<file path="config.mk">
export PLATFORM = sky130hd
export DESIGN_NAME = timer_capture_alarm_flat
export DESIGN_NICKNAME = d
export VERILOG_FILES = /design/src/rtl/timer_capture_alarm_if.sv /design/src/rtl/timer_capture_alarm.sv /design/src/flat_wrapper.sv
export SDC_FILE = /design/constraint.sdc
export NUM_CORES = 1
export LEC_CHECK = 0
export BUFFER_PORTS_ARGS = -buffer_cell sky130_fd_sc_hd__buf_2
export CELL_PAD_IN_SITES_DETAIL_PLACEMENT = 1
export CELL_PAD_IN_SITES_GLOBAL_PLACEMENT = 2
export CORE_UTILIZATION = 29
export CTS_BUF_LIST = sky130_fd_sc_hd__clkbuf_8
export DETAILED_ROUTE_END_ITERATION = 8
export HOLD_SLACK_MARGIN = 0.08
export PLACE_DENSITY = 0.79
export SYNTH_ARGS = -nofsm -noshare
export SYNTH_HDL_FRONTEND = slang
export SYNTH_SLANG_ARGS = --single-unit
export TNS_END_PERCENT = 50
</file>
<file path="constraint.sdc">
create_clock -name clk -period 2.4 [get_ports clk]
set_input_delay 0.12 -clock clk [delete_from_list [all_inputs] [get_ports clk]]
set_output_delay 0.12 -clock clk [all_outputs]
set_load 0.01 [all_outputs]
</file>
<file path="src/rtl/timer_capture_alarm_if.sv">
// Timer interface bundle: level controls and alarm value from the bench side,
// registered count/capture/pulse outputs from the timer side.
interface timer_capture_alarm_if #(
    parameter int WIDTH = 32
);
    logic             start;
    logic             stop;
    logic             capture;
    logic             rst_capture;
    logic             alarm_en;
    logic [WIDTH-1:0] alarm;
    logic [WIDTH-1:0] counter;
    logic [WIDTH-1:0] captured;
    logic             alarm_out;
    logic             wrap_out;
    logic             running;

    modport master (
        output start, stop, capture, rst_capture, alarm_en, alarm,
        input  counter, captured, alarm_out, wrap_out, running
    );

    modport slave (
        input  start, stop, capture, rst_capture, alarm_en, alarm,
        output counter, captured, alarm_out, wrap_out, running
    );
endinterface

</file>
<file path="src/rtl/timer_capture_alarm.sv">
// Free-running capture/alarm timer: edge-detected start/capture/clear controls,
// RUN/HALT counting, one-cycle alarm and wrap pulses.
module timer_capture_alarm #(
    parameter int WIDTH = 32
) (
    input  logic                  clk,
    input  logic                  rst_n,
    timer_capture_alarm_if.slave  bus
);

    typedef enum logic [1:0] {
        IDLE,
        RUN,
        HALT
    } state_t;

    state_t           r_state;
    state_t           w_nextState;
    logic [WIDTH-1:0] r_counter;
    logic [WIDTH-1:0] r_captured;
    logic             r_alarmOut;
    logic             r_wrapOut;
    logic             r_start;
    logic             r_capture;
    logic             r_rstCapture;
    logic             w_startRise;
    logic             w_captureRise;
    logic             w_clearRise;
    logic             w_running;
    logic             w_increment;

    assign w_startRise   = bus.start & ~r_start;
    assign w_captureRise = bus.capture & ~r_capture;
    assign w_clearRise   = bus.rst_capture & ~r_rstCapture;
    assign w_increment   = (r_state == RUN) & ~bus.stop & ~w_startRise;

    always_ff @(posedge clk) begin
        if (!rst_n) begin
            r_state <= IDLE;
        end else begin
            r_state <= w_nextState;
        end
    end

    // Start rise restarts from any state and beats stop; only a start rise leaves HALT.
    always_comb begin
        w_nextState = r_state;
        if (w_startRise) begin
            w_nextState = RUN;
        end else begin
            case (r_state)
                RUN:     w_nextState = bus.stop ? HALT : RUN;
                HALT:    w_nextState = HALT;
                IDLE:    w_nextState = IDLE;
                default: w_nextState = IDLE;
            endcase
        end
    end

    always_comb begin
        w_running = (r_state == RUN);
    end

    always_ff @(posedge clk) begin
        if (!rst_n) begin
            r_counter    <= '0;
            r_captured   <= '0;
            r_alarmOut   <= 1'b0;
            r_wrapOut    <= 1'b0;
            r_start      <= 1'b0;
            r_capture    <= 1'b0;
            r_rstCapture <= 1'b0;
        end else begin
            r_start      <= bus.start;
            r_capture    <= bus.capture;
            r_rstCapture <= bus.rst_capture;

            if (w_startRise) begin
                r_counter <= '0;
            end else if (w_increment) begin
                r_counter <= r_counter + 1'b1;
            end

            // Clear beats a coincident capture; capture sees the pre-edge count.
            if (w_clearRise) begin
                r_captured <= '0;
            end else if (w_captureRise) begin
                r_captured <= r_counter;
            end

            r_alarmOut <= (r_state == RUN) & bus.alarm_en & (r_counter == bus.alarm) & ~w_startRise;
            r_wrapOut  <= w_increment & (r_counter == {WIDTH{1'b1}});
        end
    end

    assign bus.counter   = r_counter;
    assign bus.captured  = r_captured;
    assign bus.alarm_out = r_alarmOut;
    assign bus.wrap_out  = r_wrapOut;
    assign bus.running   = w_running;

endmodule

</file>
<file path="src/flat_wrapper.sv">
// flat-port wrapper written by rule: the top's interface ports become plain ports
module timer_capture_alarm_flat 
#(
    parameter int WIDTH = 32
)
  (clk, rst_n, bus_start, bus_stop, bus_capture, bus_rst_capture, bus_alarm_en, bus_alarm, bus_counter, bus_captured, bus_alarm_out, bus_wrap_out, bus_running);
  timer_capture_alarm_if #(.WIDTH(WIDTH)) bus_i ();
  input  logic clk;
  input  logic rst_n;
  input wire logic [$bits(bus_i.start)-1:0] bus_start;
  input wire logic [$bits(bus_i.stop)-1:0] bus_stop;
  input wire logic [$bits(bus_i.capture)-1:0] bus_capture;
  input wire logic [$bits(bus_i.rst_capture)-1:0] bus_rst_capture;
  input wire logic [$bits(bus_i.alarm_en)-1:0] bus_alarm_en;
  input wire logic [$bits(bus_i.alarm)-1:0] bus_alarm;
  output wire logic [$bits(bus_i.counter)-1:0] bus_counter;
  output wire logic [$bits(bus_i.captured)-1:0] bus_captured;
  output wire logic [$bits(bus_i.alarm_out)-1:0] bus_alarm_out;
  output wire logic [$bits(bus_i.wrap_out)-1:0] bus_wrap_out;
  output wire logic [$bits(bus_i.running)-1:0] bus_running;
  assign bus_i.start = bus_start;
  assign bus_i.stop = bus_stop;
  assign bus_i.capture = bus_capture;
  assign bus_i.rst_capture = bus_rst_capture;
  assign bus_i.alarm_en = bus_alarm_en;
  assign bus_i.alarm = bus_alarm;
  assign bus_counter = bus_i.counter;
  assign bus_captured = bus_i.captured;
  assign bus_alarm_out = bus_i.alarm_out;
  assign bus_wrap_out = bus_i.wrap_out;
  assign bus_running = bus_i.running;
  timer_capture_alarm #(.WIDTH(WIDTH)) u_core (.clk(clk), .rst_n(rst_n), .bus(bus_i));
endmodule
</file>
Word level (Yosys, flattened, before mapping)
Index checks and enable logic that the tools add are counted.

word-level totals
  flip-flop bits (word level) = 71
  input port bits = 39
  output and inout bits = 67
  logic and storage cells = 34

cells by class
  $add $sub $neg = 1
  equality and inequality tests = 4
  multiplexer cells = 3
  bitwise logic cells = 15
  reductions and logical operators = 2

operator list
  kind                   count
  $add 32x1->32 const B  1
  $eq 32x32->1           1
  $eq 32x32->1 const B   1
  $and 1x1->1            9
  $not 1->1              6
  $pmux 2 s2             1
  $reduce_or 2->1        2
  $eq 2x1->1 const B     1
  $eq 2x2->1 const B     1
  $mux 2                 1
  $mux 1                 1

Logic depth before layout (Yosys ltp)
  word-level depth = 5
  depth in mapped cells = 8

Least setup slack after synthesis
No wires, ideal clock.

  kind = reg2reg
  start point = reg u_core.r_counter[0], in the netlist u_core.bus.counter[0]
  end point = reg u_core.r_counter[30], in the netlist u_core.bus.counter[30]
  setup time = 0.118 ns
  data arrival time = 1.900 ns
  data required time = 2.282 ns
  slack = 0.381 ns
  cell stages (with the launch flop) = 7
  buffers on the path = 1
  cells stage by stage = dfxtp_1 > ha_1 > nand3b_1 > or4_1 > buf_2 > or3_1 > mux2i_1

on the way
  longest elaborated chain between the ends = 1

ends and longest elaborated chain
  item                    line                       text
  start, declared         timer_capture_alarm.sv:19  logic [WIDTH-1:0] r_counter;
  start signal, assigned  timer_capture_alarm.sv:81  r_counter <= r_counter + 1'b1;
  $add 32x1->32           timer_capture_alarm.sv:81

Every way passes these cells.
A chain may end at the register's enable or synchronous reset.

Worst setup path after layout
  start point = reg u_core.r_counter[9], in the netlist u_core.bus.counter[9]
  end point = reg u_core.r_counter[26], in the netlist u_core.bus.counter[26]

Same word-level chain as after synthesis.

==> impl_metrics.csv <==
group,metric,value,unit
timing,layout_min_cycle_time,2.06,ns
floorplanning,num_io_pins,106,
setup_path,crit_path_start_kind,"register",
floorplanning,die_x,107,µm
drt,first_pass_iters,4,
yosys,synth_area_per_cell,8.21,µm²
yosys,ys_top_cells_by_count,"78 x nand2_1, 71 x dfxtp_1, 41 x a21oi_1, 38 x xor2_1, 25 x nor2_1",
global_route,grt_max_degree,34,
placed_design,dp_cells,638,
floorplanning,die_h,107,µm
clock_network,clk_latency,0.35,ns
drt,wire_per_inst,16.1,µm
yosys,ys.flop_type,"dfxtp_1",
drt,vias,3147,
drt,viasPerCell,4.78,
timing,tightest_slew,0.559,ns
layout,insertedDiodeCount,0,
yosys,synth_top_area_share,44.0,%
power_and_ir_drop,irDropWorstVdd,0.000300,V
yosys,synth_edf_count,0,
layout,synthToLayoutAreaGrowth,31.3,%
setup_path,rr_worst_depth,6,
yosys,ys_top_cells_by_area,"dfxtp_1 44%, xor2_1 10%, nand2_1 9.1%",
clock_network,path_clk_slew,0.08,ns
timing,skew,0.00647,ns
setup_path,cp-end-kind,"register",
timing,maxSlewHeadroom,62.4,%
setup_path,critPathMaxFanout,14,
setup_path,cp.arrival,2.34,ns
layout,n_fill_cell,1362,
placed_design,dp_hpwl,8140,µm
floorplanning,std_cell_rows,38,
clock_network,hold_buffers,4,
clock_network,root_buffer,"clkbuf_8",
yosys,netlist_area,3230,µm²
floorplanning,start_util,29.8,%
drt,drt-initial-drc-count,125,
yosys,ys_ff_latch,71,
drt,wirelength,10600,µm
layout,drive_above_1_share,29.0,%
yosys,ys_warn_count,0,
yosys,seq_area_frac_synth,44.0,%
clock_network,htreeDepth,3,
setup_path,critical_path.startpoint,"u_core.bus.counter[9]",
yosys,synth.distinct_cells,30,
layout,seq_area,1420,µm²
clock_network,cts-buffers-inserted,9,
floorplanning,dieArea,11600,µm²
layout,multi_input_area,1700,µm²
clock_network,clock_path_buffers,2,
flow_run,cap_violations,0,
placed_design,portBuffers,105,
drt,antenna_left,0,
timing,fin_setup_tns,0,ns
drt,drc,0,
clock_network,cts.sinks,71,
yosys,syn-num-nets,435,
floorplanning,coreArea,10800,µm²
worst_hold_path,min_path_cells,2,
global_route,antenna_found_initial,0,
global_route,globalRouteTotalUtil,19.1,%
clock_network,cts_resized,0,
setup_path,r2r-start,"u_core.bus.counter[9]",
layout,finalNetCount,555,
run_status,outcome,"complete, no violations",
layout,stdcell_count,658,
yosys,yosysTopAreaCell,"dfxtp_1",
power_and_ir_drop,leakagePower,0.00180,µW
global_route,grt_pass1_vias,3192,
timing,rsz0062_at_grt,"false",
global_route,gr-total-overflow,0,
timing,hold_violations,0,
power_and_ir_drop,p_per_area,519,nW/µm²
clock_network,post_cts_buffers,0,
timing,period_share,86.0,%
clock_network,cts_tree,"yes",
timing,slew_violations,0,
placed_design,gp_congestion,0.805,
global_route,grt_pass1_wl,16900,µm
setup_path,required,2.68,ns
setup_path,worstSetupPathType,"register to register",
yosys,yosysMostFrequentCell,"nand2_1",
yosys,async_flop_share,0,%
worst_hold_path,hp-class,"primary input to register",
worst_hold_path,hold_path.startpoint,"rst_n",
timing,fmax,0.485,GHz
timing,setup_violations,0,
yosys,synthCells,393,
==> per-stage QoR <==
step / setup WS, ns / util [%] / hold slack (ns) / power, µW / cell area [µm²]
3_5_place_dp: 0.347 / 37.1 / 0.350 / 1360 / 4020
2_1_floorplan: 0.381 / - / 0.238 / 1280 / 3230
5_1_grt: 0.165 / 39.1 / 0.0941 / 2300 / 4240
4_1_cts: 0.327 / 39.1 / 0.0882 / 2230 / 4240
6_report: 0.337 / 39.1 / 0.0944 / 2200 / 4240
3_3_place_gp: 0.438 / 37.1 / 0.342 / 1360 / 4020
==> cells by family (layout without fill, tap and decap cells) <==
group	Yosys count	in the layout	share of synthesized area [%]
mux	2	2	0.620
flops	71	71	44.0
buf+inv	28	153	3.45
simple gates	184	184	27.8
fa+ha+maj	3	3	1.16
compound gates	51	51	8.30
xor+xnor	54	54	14.7
==> flip-flops by register name, indices dropped and copies added (netlist names) <==
register,flops
u_core.bus.alarm_out,1
u_core.bus.captured,32
u_core.bus.counter,32
u_core.bus.wrap_out,1
u_core.r_capture,1
u_core.r_rstCapture,1
u_core.r_start,1
u_core.r_state,2
==> placed cells by master, fill, tap and decap left out, types with 5 or more instances in the layout <==
master    Yosys  final
buf_4         0     25
and3_1        7      7
dfxtp_1      71     71
clkbuf_8      0      9
xor2_1       38     38
or3_1         5      5
a21oi_1      41     41
nand3_1      14     14
nor2_1       25     25
buf_2         5    105
nand4_1      11     11
xnor2_1      16     16
nor3_1        7      7
and2_1        5      5
or4_1         6      6
nor4_1       14     14
nand2_1      78     78
==> critical path: stages, from the launching register on <==
cell and delay (ns):
dfxtp_1 0.48, nand2_1 0.21, nor4_1 0.29, nand4_1 0.13
buf_4 0.21, or4_1 0.50, a21oi_1 0.16
==> power by group <==
group / internal (µW) / leakage [µW] / switching, µW
logic: 59.8 / 0.00114 / 93.0
registers: 1180 / 0.000573 / 3.29
clock network: 374 / 0.0000812 / 488
total: 1610 / 0.00180 / 584
==> worst paths after layout <==
check	end	slack [ns]
setup / recovery	u_core.bus.counter[26]	0.34
hold reg to reg	u_core.bus.captured[16]	0.45
hold / removal	u_core.r_state[0]	0.09
setup reg to reg	u_core.bus.counter[26]	0.34
==> layout make-up <==
cell class                 count  share of cell area [%]
sequential                    71                    33.6
timing repair buffer         134                    17.8
clock inverter                 7                    1.18
inverter                       3                   0.266
clock buffer                   9                    2.92
tap                          140                    4.14
multi-input combinational    294                    40.1
==> layer usage <==
metal	vias to the layer above	share of wire, %	GRT usage, %
li1	1571	-	-
met1	1484	48	25.7
met2	81	47	31.5
met3	11	4.8	3.33
met4	0	1.1	5.28
met5	-	0	0
Power figures use the tool's default switching activity.
